$ cat src/rtl/mem_stage_pkg.sv
// Shared types and defaults for the memory-stage SRAM controller.
//   state_e       : access sequencer states
//   DEF_*         : default parameter values for the controller
//   HALF_W        : SRAM data bus width (one half of a 32-bit word)
//   CNT_W         : width of the per-half wait counter
package mem_stage_pkg;

  localparam int DEF_BASE_ADDR = 1024;
  localparam int DEF_SRAM_WAIT = 2;
  localparam int DEF_SRAM_AW   = 18;
  localparam int HALF_W        = 16;
  localparam int CNT_W         = 4;

  typedef enum logic [1:0] {
    ST_IDLE = 2'd0,
    ST_LOW  = 2'd1,
    ST_HIGH = 2'd2,
    ST_DONE = 2'd3
  } state_e;

endpackage

$ cat src/rtl/sram_wait_counter.sv
// Per-half access timer for the SRAM controller.
// Counts up from zero every cycle unless cleared; last flags the final
// cycle of a half-word access.
//   clk   in  system clock
//   rst   in  asynchronous active-high reset
//   clear in  force the count back to zero on the next edge
//   limit in  cycles per half access (1..15)
//   last  out count has reached limit-1
module sram_wait_counter
  import mem_stage_pkg::*;
(
  input  logic             clk,
  input  logic             rst,
  input  logic             clear,
  input  logic [CNT_W-1:0] limit,
  output logic             last
);

  logic [CNT_W-1:0] cnt_q;
  logic [CNT_W-1:0] cnt_d;

  always_comb begin
    cnt_d = clear ? '0 : cnt_q + CNT_W'(1);
  end

  always_ff @(posedge clk or posedge rst) begin
    if (rst) cnt_q <= '0;
    else     cnt_q <= cnt_d;
  end

  assign last = (cnt_q == limit - CNT_W'(1));

endmodule

$ cat src/rtl/mem_stage_sram_ctrl.sv
// Memory stage of the 5-stage pipeline: splits each 32-bit load/store into
// two 16-bit SRAM accesses (low half, then high half) and holds ready low
// while busy so the pipeline freezes.
//
// State   | meaning
// --------+-------------------------------------------------------
// IDLE    | no access; ready mirrors absence of a request
// LOW     | half-word 0 on the bus for SRAM_WAIT cycles
// HIGH    | half-word 1 on the bus for SRAM_WAIT cycles
// DONE    | single ready cycle so EX/MEM advances past the request
//
// Ports:
//   clk, rst         clock, asynchronous active-high reset
//   mem_r_en/w_en    load/store request from EX/MEM (store wins if both)
//   alu_res, val_rm  byte address and store data
//   ready            high = pipeline may advance
//   mem_rdata        assembled load data
//   alu_res_out      alu_res passed straight through
//   sram_*           half-word address, write data, bus drive enable,
//                    read data from pad, active-low write strobe
//   misalign         (MEM_ALIGN_CHECK_EN only) flags the DONE cycle of an
//                    access with a nonzero byte offset
module mem_stage_sram_ctrl
  import mem_stage_pkg::*;
#(
  parameter int BASE_ADDR = DEF_BASE_ADDR,
  parameter int SRAM_WAIT = DEF_SRAM_WAIT,
  parameter int SRAM_AW   = DEF_SRAM_AW
) (
  input  logic               clk,
  input  logic               rst,
  input  logic               mem_r_en,
  input  logic               mem_w_en,
  input  logic [31:0]        alu_res,
  input  logic [31:0]        val_rm,
  output logic               ready,
  output logic [31:0]        mem_rdata,
  output logic [31:0]        alu_res_out,
  output logic [SRAM_AW-1:0] sram_addr,
  output logic [HALF_W-1:0]  sram_dq_out,
  output logic               sram_dq_oe,
  input  logic [HALF_W-1:0]  sram_dq_in,
  output logic               sram_we_n
`ifdef MEM_ALIGN_CHECK_EN
  ,
  output logic               misalign
`endif
);

  localparam logic [31:0]      BASE_L = 32'(BASE_ADDR);
  localparam logic [CNT_W-1:0] WAIT_L = CNT_W'(SRAM_WAIT);

  state_e             state_q, state_d;
  logic [31:0]        mem_rdata_q, mem_rdata_d;
  logic [SRAM_AW-1:0] sram_addr_q, sram_addr_d;
  logic [HALF_W-1:0]  sram_dq_out_q, sram_dq_out_d;
  logic               sram_dq_oe_q, sram_dq_oe_d;
  logic               sram_we_n_q, sram_we_n_d;

  logic               req;
  logic               is_store;
  logic               is_load;
  logic               cnt_clear;
  logic               wait_last;
  logic [SRAM_AW-2:0] word;

  assign req      = mem_r_en | mem_w_en;
  assign is_store = mem_w_en;
  assign is_load  = mem_r_en & ~mem_w_en;

  // Wraparound byte offset from the data-memory base, reduced to a word index;
  // the byte-in-word bits are dropped.
  assign word = (SRAM_AW-1)'((alu_res - BASE_L) >> 2);

  assign alu_res_out = alu_res;

  sram_wait_counter u_wait (
    .clk   (clk),
    .rst   (rst),
    .clear (cnt_clear),
    .limit (WAIT_L),
    .last  (wait_last)
  );

  always_comb begin
    state_d       = state_q;
    mem_rdata_d   = mem_rdata_q;
    sram_addr_d   = sram_addr_q;
    sram_dq_out_d = sram_dq_out_q;
    sram_dq_oe_d  = 1'b0;
    sram_we_n_d   = 1'b1;
    ready         = 1'b0;
    cnt_clear     = 1'b1;

    case (state_q)
      ST_IDLE: begin
        // Combinational so the stall lands in the same cycle as the request.
        ready = ~req;
        if (req) state_d = ST_LOW;
      end
      ST_LOW: begin
        cnt_clear = wait_last;
        if (wait_last) begin
          if (is_load) mem_rdata_d[HALF_W-1:0] = sram_dq_in;
          state_d = ST_HIGH;
        end
      end
      ST_HIGH: begin
        cnt_clear = wait_last;
        if (wait_last) begin
          if (is_load) mem_rdata_d[31:HALF_W] = sram_dq_in;
          state_d = ST_DONE;
        end
      end
      ST_DONE: begin
        ready   = 1'b1;
        state_d = ST_IDLE;
      end
      default: state_d = ST_IDLE;
    endcase

    // Bus outputs are registered from the next state so the strobes come
    // straight off flops and drop cleanly on reset.
    if (state_d == ST_LOW || state_d == ST_HIGH) begin
      sram_addr_d = {word, state_d == ST_HIGH};
      if (is_store) begin
        sram_we_n_d   = 1'b0;
        sram_dq_oe_d  = 1'b1;
        sram_dq_out_d = (state_d == ST_HIGH) ? val_rm[31:HALF_W] : val_rm[HALF_W-1:0];
      end
    end
  end

  always_ff @(posedge clk or posedge rst) begin
    if (rst) begin
      state_q       <= ST_IDLE;
      mem_rdata_q   <= '0;
      sram_addr_q   <= '0;
      sram_dq_out_q <= '0;
      sram_dq_oe_q  <= 1'b0;
      sram_we_n_q   <= 1'b1;
    end else begin
      state_q       <= state_d;
      mem_rdata_q   <= mem_rdata_d;
      sram_addr_q   <= sram_addr_d;
      sram_dq_out_q <= sram_dq_out_d;
      sram_dq_oe_q  <= sram_dq_oe_d;
      sram_we_n_q   <= sram_we_n_d;
    end
  end

  assign mem_rdata   = mem_rdata_q;
  assign sram_addr   = sram_addr_q;
  assign sram_dq_out = sram_dq_out_q;
  assign sram_dq_oe  = sram_dq_oe_q;
  assign sram_we_n   = sram_we_n_q;

`ifdef MEM_ALIGN_CHECK_EN
  logic misalign_q, misalign_d;

  always_comb begin
    misalign_d = (state_d == ST_DONE) && (alu_res[1:0] != 2'b00);
  end

  always_ff @(posedge clk or posedge rst) begin
    if (rst) misalign_q <= 1'b0;
    else     misalign_q <= misalign_d;
  end

  assign misalign = misalign_q;
`endif

endmodule

$ cat config.mk
export PLATFORM = sky130hd
export DESIGN_NAME = mem_stage_sram_ctrl
export DESIGN_NICKNAME = d
export VERILOG_FILES = /design/src/rtl/mem_stage_pkg.sv /design/src/rtl/sram_wait_counter.sv /design/src/rtl/mem_stage_sram_ctrl.sv
export SDC_FILE = /design/constraint.sdc
export NUM_CORES = 1
export LEC_CHECK = 0
export BUFFER_PORTS_ARGS = -buffer_cell sky130_fd_sc_hd__buf_2
export CORE_MARGIN = 4
export CORE_UTILIZATION = 49
export CTS_CLUSTER_SIZE = 30
export DETAILED_ROUTE_END_ITERATION = 6
export PLACE_DENSITY_LB_ADDON = 0.3
export SETUP_SLACK_MARGIN = 0.1
export SYNTH_ARGS = -nofsm -noshare
export SYNTH_HDL_FRONTEND = slang
export SYNTH_HIERARCHICAL = 1
export SYNTH_SLANG_ARGS = --single-unit
$ cat constraint.sdc
create_clock -name clk -period 8.36 [get_ports clk]
set_input_delay 2.508 -clock clk [delete_from_list [all_inputs] [get_ports clk]]
set_output_delay 2.508 -clock clk [all_outputs]
set_load 0.02 [all_outputs]
=== Yosys cells after proc, flatten, opt, wreduce, memory -nomap -nowiden ===
Index checks and enable logic that the tools add are counted.

* Register bits after elaboration: 74
* Bits of input ports: 84
* Output and inout bits: 101
* Logic and storage cells: 38

* Add/sub/neg operators: 2
* Equality and inequality tests: 6
* Mux-type cells: 12
* Bitwise operators: 4
* Reduce and logical (&&, ||, !) cells: 6

{| class="wikitable"
|+ Operators by type and width
! cell !! count
|-
| subtractor 19 x 11 -> 19 bit (second input constant) || 1
|-
| two-way mux 16 bit || 1
|-
| one-hot mux 2 bit (4 select lines) || 1
|-
| == test 2 bit (second input constant) || 3
|-
| two-way mux 2 bit || 3
|-
| AND reduction 3 bit || 2
|-
| two-way mux 1 bit || 5
|-
| adder 4 x 1 -> 4 bit (second input constant) || 1
|-
| == test 2 x 1 -> 1 bit (second input constant) || 2
|-
| == test 4 x 1 -> 1 bit (second input constant) || 1
|-
| two-way mux 4 bit || 1
|-
| logical NOT 2 bit || 1
|-
| NOT 1 bit || 2
|-
| one-hot mux 1 bit (2 select lines) || 1
|-
| AND reduction 2 bit || 1
|-
| OR reduction 2 bit || 1
|-
| bitwise AND 1 bit || 1
|-
| logical OR 1 bit || 1
|-
| OR 1 bit || 1
|}

=== Depth between registers and ports, before layout ===
* Depth after elaboration: 6
* Gate-level depth with buffers: 13
* Depth with buffers taken out: 11

=== Cells and area by module ===
Netlist, hierarchy kept.

{| class="wikitable"
|+ By module, submodules not included
! module !! instances !! cells an instance !! area each (µm²) !! seq. area each (µm²)
|-
| mem_stage_sram_ctrl || 1 || 266 || 3,230.6 || 1,752.9
|-
| sram_wait_counter || 1 || 24 || 251.5 || 100.1
|}

=== Worst setup path before layout ===
OpenSTA, ideal clock, no wires.

* Path kind: input port to output port
* Start point: in mem_w_en
* End point: out ready
* Data arrival time: 3.019 ns
* Required time: 5.852 ns
* Slack: 2.833 ns
* Stages: 3
* Buffers on the path: 0
* Cell sequence: nor2_1 > a21oi_1 > nor2_1

* Word-level cells in the longest chain between the ends: 3

{| class="wikitable"
|+ Ends and longest elaborated chain
! what !! RTL line !! text
|-
| start: declaration || mem_stage_sram_ctrl.sv:33 || <nowiki>input logic mem_w_en,</nowiki>
|-
| OR 1 bit || mem_stage_sram_ctrl.sv:67 || <nowiki>assign req = mem_r_en | mem_w_en;</nowiki>
|-
| NOT 1 bit || mem_stage_sram_ctrl.sv:98 || <nowiki>ready = ~req;</nowiki>
|-
| one-hot mux 1 bit (2 select lines) || mem_stage_sram_ctrl.sv:95 || <nowiki>case (state_q)</nowiki>
|-
| end: declaration || mem_stage_sram_ctrl.sv:36 || <nowiki>output logic ready,</nowiki>
|}

Every way passes these cells.

=== Final worst setup path ===
Ends and elaborated chain as after synthesis.

==> results.toml <==
[logic_synthesis]
yosys.area_share.simple = 0.07294
synth_warnings = 6
synthAdderAreaFrac = 0.03593
synthXorXnorAreaFrac = 0.02515
synth_cell_types = 34
synth.most_common_cell = "dfrtp_1"
yosys.area.top_type_share = 0.5246
synthTopCellsByArea = "dfrtp_1 52%, mux2_2 14%, buf_4 6.9%, mux2i_1 4.6%, ha_1 3.6%"
synth_commonest_cells = "73 x dfrtp_1, 42 x mux2_2, 32 x buf_4"
synthArstFlopShare = 1.000
muxShareOfSynthArea = 0.1818
synth_cells = 290
synth_edf_count = 0
synth_area_um2 = 3482
seq_area_frac_synth = 0.5322
ys_ff_latch = 74
synth_top_family_by_area = "multiplexers"
synth_compound_area_frac = 0.05749
yosys.area.top_type = "dfrtp_1"
synth_ff_type = "dfrtp_1"
syn_area_per_cell_um2 = 12.01

[place]
dp_cells = 505
gp_congestion = 0.7232
dp.final_hpwl_um = 5529
port_buffers = 154
placed_cell_area_um2 = 4119

[cells_and_area]
fillers = 584
area_growth_pct = 23.93
drive_gt1_frac = 0.5129
stdcell_area_um2 = 4315
multi_input_area_um2 = 1330
final_net_count = 514
fin_cells = 521
num_antenna_cells = 0
seq_area_um2 = 1853

[outcome]
status = "finished clean"

[clocking]
ctsHoldBuffers = 0
tritoncts = "yes"
clk_pin_slew_ns = 0.07
cts.sinks = 74
clk_path_buf_depth = 2
cts_root_buffer = "clkbuf_8"
clk_latency_ns = 0.33
cts_setup_buffers = 0
cts.repair.resized = 0
cts-buffers-inserted = 9
h-tree-depth = 3

[timing]
max_slew.worst_pin.slew_ns = 1.000
maxSlewViolCount = 0
whs_ns = 0.4779
tns_ns = 0
rsz0062_at_grt = "false"
fin_skew_ns = 0.008682
post-route-min-period_ns = 5.614
max_freq_mhz = 178.1
maxSlewHeadroom = 0.3333
setup_viol = 0
hold_viol = 0
min_period_over_period = 0.6716

[floorplanning]
rows = 30
dieArea_um2 = 8519
ios = 185
die_x_um = 92.30
start_util = 0.5097
coreArea_um2 = 6832
die_h_um = 92.30

[power]
ir_drop_mv = 0.2010
power_w = 0.001621
p_per_area_nw_per_um2 = 375.6
leakagePower_nw = 2.301

[routing]
vias = 2515
drtIter0Drc = 61
wl_per_cell_um = 13.69
via_per_inst = 4.827
drt-total-wl_um = 7133
antenna_left = 0
drc = 0
drtPass1Iterations = 4

[global_routing]
grt_pass1_vias = 2510
antenna_found_initial = 0
grt.overflow.total = 0
busiest_layer = "met2"
track_usage = 0.1739
grt_pass1_wl_um = 11790
grt.met1_usage = 0.2121
grt_max_degree = 39
grt.met2_usage = 0.2822
use_met3 = 0.05768

[setup_path]
worstPathArrival_ns = 3.11
cp_cell_sequence = "buf_2 > nor2_1 > a21oi_1 > nor2_1 > buf_2"
path_max_fanout = 3
slowest_delay_ns = 0.16
cp_top_family = "buffers and inverters"
path_class = "input port to output pin"
end_kind = "output pin"
critPathLaunchType = "input port"
required_ns = 5.85
slowest_stage = "nor2_1"
cp.buffers_inverters = 2

[min_path]
min_path_type = "flip-flop to flip-flop"

[job]
drv_cap = 0
==> worst reg2reg max path: stages (launching register included) <==
cell and delay, ns:
dfrtp_1 0.40, xnor2_1 0.19, xnor2_1 0.11, nor4_2 0.48, nor2_1 0.09, a21oi_1 0.21, o32ai_1 0.14, ha_1 0.76
nand2b_1 0.86, o21ai_0 0.26
==> report_power, final <==
| group | leakage (nW) | switching [W] | internal, W |
|---|---|---|---|
| logic | 1.26 | 0.000468 | 0.000306 |
| clock network | 0.0953 | 0.000125 | 0.000145 |
| registers | 0.949 | 0.0000711 | 0.000505 |
==> kinds of logic (layout without fill, tap and decap cells) <==
logic type                 after synthesis  in the layout
AOI/OAI and AO/OA                       34             34
xor gates and xnor gates                10             10
adders and majority gates               10             10
buffers and inverters                   52            181
DFF                                     74             74
muxes                                   58             58
other                                    2              8
and+or+nand+nor                         50             50
==> metrics by stage <==
step / worst slack, ns / utilization
after CTS: 2.733 / 0.6317
after floorplan: 2.833 / -
after global placement: 2.747 / 0.6029
after detailed placement: 2.740 / 0.6029
after global routing: 2.674 / 0.6317
final: 2.746 / 0.6317
==> cell usage in the layout (no fill, tap or decap), types with 2 or more instances in the layout <==
master / count
nand2_1: 23
clkbuf_8: 10
xor2_1: 2
mux2_2: 42
nand2b_1: 2
nor2_1: 10
o21ai_0: 18
clkinv_2: 2
a21oi_1: 5
a31oi_1: 2
or4_1: 4
xnor2_1: 8
buf_2: 154
ha_1: 10
dfrtp_1: 73
conb_1: 8
clkinvlp_4: 2
o211ai_1: 2
o31ai_1: 3
nor2b_1: 2
inv_1: 8
mux2i_1: 16
nand3_1: 3
==> worst paths after layout <==
check | depth (start not counted) | slack [ns] | to | startpoint
hold / removal | 2 | 0.48 | sram_dq_out[11] | sram_dq_out[11]
max in group asynchronous | 3 | 5.15 | mem_rdata[11] | rst
setup / recovery | 5 | 2.75 | ready | mem_w_en
hold reg to reg | 2 | 0.48 | sram_dq_out[11] | sram_dq_out[11]
setup reg to reg | 9 | 4.68 | sram_dq_out[4] | u_wait/cnt_q[3]
min in group asynchronous | 2 | 2.07 | u_wait/cnt_q[0] | rst
==> cell type report <==
class | instances | share of cell area
timing repair buffer | 155 | 0.1803
tap | 96 | 0.02783
multi-input combinational | 170 | 0.3082
inverter | 10 | 0.008698
clock buffer | 11 | 0.03276
sequential | 74 | 0.4294
clock inverter | 5 | 0.01276
==> metal layers <==
layer,up-vias,wire length (um)
li1,1219,-
met1,1167,3011
met2,115,3360
met3,14,648
met4,0,113
met5,-,0
==> flip-flops by register name, summed over array words and instances, names as in the netlist <==
signal and flops:
mem_rdata 32, sram_addr 18, sram_we_n 1, sram_dq_oe 1
sram_dq_out 16, state_q 2, u_wait/cnt_q 4
Power figures use the tool's default switching activity.
